File: src/rtl/muldiv_pkg.sv
// Shared types and op-decoding helpers for the iterative multiply/divide unit.
package muldiv_pkg;

  typedef enum logic [2:0] {
    OP_MUL    = 3'b000,
    OP_MULH   = 3'b001,
    OP_MULHSU = 3'b010,
    OP_MULHU  = 3'b011,
    OP_DIV    = 3'b100,
    OP_DIVU   = 3'b101,
    OP_REM    = 3'b110,
    OP_REMU   = 3'b111
  } md_op_e;

  typedef enum logic [2:0] {
    IDLE = 3'd0,
    MUL  = 3'd1,
    DIV  = 3'd2,
    FIX  = 3'd3,
    DONE = 3'd4
  } md_state_e;

  function automatic logic is_div(input logic [2:0] op);
    return op[2];
  endfunction

  function automatic logic is_signed_a(input logic [2:0] op);
    return (op == OP_MULH) || (op == OP_MULHSU) || (op == OP_DIV) || (op == OP_REM);
  endfunction

  function automatic logic is_signed_b(input logic [2:0] op);
    return (op == OP_MULH) || (op == OP_DIV) || (op == OP_REM);
  endfunction

endpackage

File: src/rtl/muldiv_divider.sv
// Restoring radix-2 divider on unsigned magnitudes; one quotient bit per step, MSB first.
module muldiv_divider #(
  parameter int XLEN = 32
) (
  input  logic            clk,
  input  logic            rst_n,
  input  logic            init_i,
  input  logic            step_i,
  input  logic [XLEN-1:0] dividend_i,
  input  logic [XLEN-1:0] divisor_i,
  output logic [XLEN-1:0] quo_o,
  output logic [XLEN-1:0] rem_o
);

  logic [XLEN-1:0] rem_q, rem_d;
  logic [XLEN-1:0] quo_q, quo_d;
  logic [XLEN-1:0] dvs_q, dvs_d;
  logic [XLEN:0]   shifted;
  logic [XLEN:0]   diff;

  // The quotient register doubles as the dividend shift register.
  always_comb begin
    shifted = {rem_q, quo_q[XLEN-1]};
    diff    = shifted - {1'b0, dvs_q};
    rem_d   = rem_q;
    quo_d   = quo_q;
    dvs_d   = dvs_q;
    if (init_i) begin
      rem_d = '0;
      quo_d = dividend_i;
      dvs_d = divisor_i;
    end else if (step_i) begin
      if (!diff[XLEN]) begin
        rem_d = diff[XLEN-1:0];
        quo_d = {quo_q[XLEN-2:0], 1'b1};
      end else begin
        rem_d = shifted[XLEN-1:0];
        quo_d = {quo_q[XLEN-2:0], 1'b0};
      end
    end
  end

  always_ff @(posedge clk or negedge rst_n) begin
    if (!rst_n) begin
      rem_q <= '0;
      quo_q <= '0;
      dvs_q <= '0;
    end else begin
      rem_q <= rem_d;
      quo_q <= quo_d;
      dvs_q <= dvs_d;
    end
  end

  assign quo_o = quo_q;
  assign rem_o = rem_q;

endmodule

File: src/rtl/muldiv_unit.sv
// RV32M/RV64M multiply-divide unit: FSM, combinational multiplier retimed by a counter,
// iterative divider and the final sign/special-case fixup.
module muldiv_unit
  import muldiv_pkg::*;
#(
  parameter int XLEN       = 32,
  parameter int MUL_CYCLES = 2,
  parameter int EARLY_OUT  = 1
) (
  input  logic            clk,
  input  logic            rst_n,
  input  logic            start_i,
  input  logic [2:0]      op_i,
  input  logic [XLEN-1:0] a_i,
  input  logic [XLEN-1:0] b_i,
  input  logic            flush_i,
  output logic            busy_o,
  output logic            valid_o,
  output logic [XLEN-1:0] result_o
);

  localparam int CW = $clog2(XLEN) + 1;
  localparam logic [CW-1:0] MUL_LAST = CW'(MUL_CYCLES - 1);
  localparam logic [CW-1:0] DIV_LAST = CW'(XLEN - 1);
  localparam logic [XLEN-1:0] MIN_INT = {1'b1, {(XLEN-1){1'b0}}};

  md_state_e       state_q, state_d;
  logic [CW-1:0]   cnt_q, cnt_d;
  logic [2:0]      op_q, op_d;
  logic [XLEN-1:0] a_q, a_d, b_q, b_d;
  logic            spec_q, spec_d;
  logic [XLEN-1:0] result_q, result_d;

  logic              accept, special_in;
  logic [XLEN-1:0]   dividend_mag, divisor_mag, quo, rem;
  logic [2*XLEN-1:0] ext_a, ext_b, prod;
  logic [XLEN-1:0]   mul_res, div_res;
  logic              sgn, q_neg, r_neg;

  assign accept     = start_i && (state_q == IDLE) && !flush_i;
  assign special_in = is_div(op_i) &&
                      ((b_i == '0) || (is_signed_a(op_i) && (a_i == MIN_INT) && (&b_i)));
  assign dividend_mag = (is_signed_a(op_i) && a_i[XLEN-1]) ? -a_i : a_i;
  assign divisor_mag  = (is_signed_b(op_i) && b_i[XLEN-1]) ? -b_i : b_i;

  muldiv_divider #(.XLEN(XLEN)) u_div (
    .clk        (clk),
    .rst_n      (rst_n),
    .init_i     (accept),
    .step_i     (state_q == DIV),
    .dividend_i (dividend_mag),
    .divisor_i  (divisor_mag),
    .quo_o      (quo),
    .rem_o      (rem)
  );

  // Operands are extended to 2*XLEN, so the wrapped product is exact for all sign mixes.
  always_comb begin
    ext_a   = is_signed_a(op_q) ? {{XLEN{a_q[XLEN-1]}}, a_q} : {{XLEN{1'b0}}, a_q};
    ext_b   = is_signed_b(op_q) ? {{XLEN{b_q[XLEN-1]}}, b_q} : {{XLEN{1'b0}}, b_q};
    prod    = ext_a * ext_b;
    mul_res = (op_q[1:0] == 2'b00) ? prod[XLEN-1:0] : prod[2*XLEN-1:XLEN];
  end

  always_comb begin
    sgn   = is_signed_a(op_q);
    q_neg = sgn && (a_q[XLEN-1] ^ b_q[XLEN-1]);
    r_neg = sgn && a_q[XLEN-1];
    if (spec_q) begin
      if (b_q == '0) div_res = op_q[1] ? a_q : '1;
      else           div_res = op_q[1] ? '0 : MIN_INT;
    end else if (op_q[1]) begin
      div_res = r_neg ? -rem : rem;
    end else begin
      div_res = q_neg ? -quo : quo;
    end
  end

  always_ff @(posedge clk or negedge rst_n) begin
    if (!rst_n) begin
      state_q  <= IDLE;
      cnt_q    <= '0;
      op_q     <= '0;
      a_q      <= '0;
      b_q      <= '0;
      spec_q   <= 1'b0;
      result_q <= '0;
    end else begin
      state_q  <= state_d;
      cnt_q    <= cnt_d;
      op_q     <= op_d;
      a_q      <= a_d;
      b_q      <= b_d;
      spec_q   <= spec_d;
      result_q <= result_d;
    end
  end

  always_comb begin
    state_d = state_q;
    unique case (state_q)
      IDLE: if (accept) begin
        if (!op_i[2])                          state_d = MUL;
        else if ((EARLY_OUT != 0) && special_in) state_d = FIX;
        else                                   state_d = DIV;
      end
      MUL:  if (cnt_q == MUL_LAST) state_d = DONE;
      DIV:  if (cnt_q == DIV_LAST) state_d = FIX;
      FIX:  state_d = DONE;
      DONE: state_d = IDLE;
      default: state_d = IDLE;
    endcase
    if (flush_i) state_d = IDLE;
  end

  // Captured operands and the shared MUL/DIV cycle counter.
  always_comb begin
    cnt_d  = cnt_q;
    op_d   = op_q;
    a_d    = a_q;
    b_d    = b_q;
    spec_d = spec_q;
    if (accept) begin
      cnt_d  = '0;
      op_d   = op_i;
      a_d    = a_i;
      b_d    = b_i;
      spec_d = special_in;
    end else if ((state_q == MUL) || (state_q == DIV)) begin
      cnt_d = cnt_q + 1'b1;
    end
  end

  always_comb begin
    result_d = result_q;
    if (!flush_i && (state_d == DONE)) begin
      result_d = (state_q == MUL) ? mul_res : div_res;
    end
    busy_o   = (state_q == MUL) || (state_q == DIV) || (state_q == FIX);
    valid_o  = (state_q == DONE);
    result_o = result_q;
  end

endmodule

File: config.mk
export PLATFORM = sky130hd
export DESIGN_NAME = muldiv_unit
export DESIGN_NICKNAME = d
export VERILOG_FILES = /design/src/rtl/muldiv_pkg.sv /design/src/rtl/muldiv_divider.sv /design/src/rtl/muldiv_unit.sv
export SDC_FILE = /design/constraint.sdc
export NUM_CORES = 2
export LEC_CHECK = 0
export CORE_UTILIZATION = 40
export CTS_CLUSTER_SIZE = 12
export DETAILED_ROUTE_END_ITERATION = 12
export HOLD_SLACK_MARGIN = 0.1
export PLACE_DENSITY = 0.58
export SYNTH_ARGS = -nofsm -noshare
export SYNTH_HDL_FRONTEND = slang
export SYNTH_SLANG_ARGS = --single-unit
File: constraint.sdc
create_clock -name clk -period 10.55 [get_ports clk]
set_clock_uncertainty 0.15 [all_clocks]
set_input_delay 2.11 -clock clk [delete_from_list [all_inputs] [get_ports clk]]
set_output_delay 2.11 -clock clk [all_outputs]
set_load 0.01 [all_outputs]
==> flow_summary.json <==
{
  "critPathBufInv": 5,
  "cp.required_ns": 10.81,
  "hold_path_class": "reg2reg",
  "drive_gt1_share_pct": 4.36,
  "grt_overflow_total": 0,
  "syn2layout_area_growth_pct": 7.51,
  "synthAdderAreaFrac_pct": 53.6,
  "max_freq_mhz": 99.5,
  "first_pass_iters": 6,
  "start_kind": "flip-flop",
  "ys_seq_area_share_pct": 8.33,
  "crit_arrival_ns": 10.31,
  "max_stage_delay_ns": 0.65,
  "core.rowCount": 143,
  "rsz0062_at_grt": "no",
  "synth-seq-cells": 204,
  "clockBufferDepth": 3,
  "crit_slowest_cell": "nor2b_4",
  "cts_tree": "built",
  "syn_nets": 8675,
  "critical_path_class": "reg2reg",
  "route.vias.total": 46461,
  "dieArea_mm2": 0.155,
  "worstMarginPinSlew_ns": 1.14,
  "cts.sinks": 204,
  "synth_warnings": 0,
  "drcViolationCount": 0,
  "layout.nets": 8608,
  "synth_top_family_by_area": "adder cells",
  "cts_made_buffers": 26,
  "io_pins": 105,
  "grt_pass1_wl_um": 312000,
  "hold_viol": 0,
  "wl_per_cell_um": 23.1,
  "synth_area_mm2": 0.0612,
  "status": "finished, final reports clean",
  "synth-compound-area-share_pct": 6.84,
  "synth-xor-area-share_pct": 3.78,
  "worstSkewPairLatency_ns": 0.57,
  "synth_cells": 6836,
  "grt_pass1_vias": 49240,
  "worst_setup_path_end_kind": "flip-flop",
  "crit_top_cell": "fa_1",
  "synth_edf_count": 0,
  "htreeDepth": 1,
  "die_h_um": 393,
  "synth-simple-area-share_pct": 14.4,
  "cap_violations": 0,
  "initial_core_util_pct": 40.3,
  "finalSetupViolCount": 0,
  "root_buffer": "clkbuf_16",
  "muxShareOfSynthArea_pct": 0.952,
  "finalMaxSlewViolations": 0,
  "avgSynthCellArea_um2": 8.96,
  "cp_top_family": "adder cells",
  "core_area_mm2": 0.152,
  "ys.flop_type": "dfrtp_1",
  "grt_use_total_pct": 26.9,
  "hpwl_um": 170000,
  "layout_common_cells": "1580 x inv_1, 1416 x fa_1, 1095 x nand2_1",
  "portBuffers": 104,
  "max_slew_margin_pct": 23.4,
  "async_flop_share_pct": 100,
  "clk_pin_slew_ns": 0.06,
  "setup_tns_ns": 0,
  "period_minus_slack_ns": 10.05,
  "drt-initial-drc-count": 4172,
  "gp_congestion": 0.967,
  "die_w_um": 393,
  "antenna_found_initial": 10,
  "drtAntennaViolNets": 0,
  "viasPerCell": 5.27,
  "fin_crit_sh_pct": 95.3,
  "critPathMaxFanout": 26,
  "hold_slack_ns": 0.335,
  "grt_max_degree": 103,
  "wl_um": 204000,
  "final_common_cell": "inv_1",
  "synth_cell_types": 88
}
## cells in the mapped netlist (4+ instances only)
library cell  count  area [um2]
o31ai_1          29         218
a31o_2           10        87.6
a211oi_1         18         135
mux2i_1          56         561
o21bai_1         14         105
nand2b_1         21         131
nor2b_1          12        75.1
nor4_1           22         138
or3_1            14        87.6
maj3_1            5        50.1
nor2_1          173         649
clkbuf_1        347        1300
or4_1            10        75.1
dfrtp_1         204        5100
a2111oi_0         7        61.3
buf_1            21        78.8
o21ai_1          33         165
and3_1           19         119
ha_1            350        4380
a31oi_1          41         257
and2_1          384        2400
nor3_1           45         225
a22oi_1           7        52.6
o211ai_1         14         105
o41ai_1          11        96.3
a21o_1           45         338
inv_1          1581        5930
xor2_1           94         823
nand4_1          32         200
a221o_1           6        60.1
nand2_1        1095        4110
a21oi_1         174         871
nand3_1          53         265
fa_1           1418       28400
o22ai_1           9        56.3
or2_2            12        75.1
a22o_1            5        43.8
o221ai_1          6        52.6
a21boi_0          8        60.1
o2111ai_1         4        35.0
xnor2_1         170        1490
o21ai_0         148         741
o21a_1           14         105
a221oi_1         28         245
## stage by stage
step	util [%]	std cells	setup WS, ns	area [um2]
after floorplan	-	6836	0.172	61200
after global placement	42.7	8771	0.400	64900
after detailed placement	42.7	8771	0.342	64900
after CTS	43.3	8818	0.320	65800
after global routing	43.3	8818	0.00458	65800
final	43.3	8823	0.497	65800
## cells by family after synthesis
family          after synthesis
xor+xnor                    264
buf+inv                    1958
fa+ha+maj                  1773
flops                       204
simple gates               1921
mux                          58
compound gates              658
## registers in the layout (all words and copies together) (netlist names)
name / flops
op_q: 3
cnt_q: 6
u_div.quo_o: 32
state_q: 3
a_q: 32
b_q: 31
u_div.rem_o: 32
result_o: 32
spec_q: 1
u_div.dvs_q: 32
## final timing paths
kind	from	end	slack, ns	depth (start not counted)
max	op_q[2]	result_o[29]	0.50	30
min	u_div.dvs_q[4]	u_div.dvs_q[4]	0.34	2
max reg2reg	op_q[2]	result_o[29]	0.50	30
min reg2reg	u_div.dvs_q[4]	u_div.dvs_q[4]	0.34	2
max in group asynchronous	rst_n	a_q[9]	7.25	2
min in group asynchronous	rst_n	u_div.quo_o[12]	1.44	1
## timing repair
action | in CTS | in global routing
setup buffers | 0 | 0
endpoints found under the hold margin | 0 | 0
resized for setup | 0 | 5
endpoints found under the setup margin | 0 | 9
hold buffers | 0 | 0
## per-layer routing
layer  wire length [um]  global-route usage, %  vias up  share of wire (%)
met5                 48                      0        -              0.024
met2              94800                   43.2     1709                 47
met1              85700                   37.3    24176                 42
met4               8860                   9.32        6                4.4
met3              14200                   3.36      339                7.0
li1                   -                      -    20231                  -
## tightest hold or removal path: stages (launching register included)
cell and delay [ns]:
dfrtp_1 0.34, nand2_1 0.05, o21ai_0 0.06
## area by class of cell
type / count / area, um2
clock inverter: 7 / 121
tap: 2030 / 2540
antenna: 5 / 12.5
fill: 15049 / 86100
clock buffer: 40 / 763
inverter: 1581 / 5940
sequential: 204 / 5130
multi-input combinational: 4674 / 48800
timing repair buffer: 282 / 2570
Power is left out: the tool's default activity adds up to more than one toggle a clock period on the data nets, which glitch-free logic cannot reach.
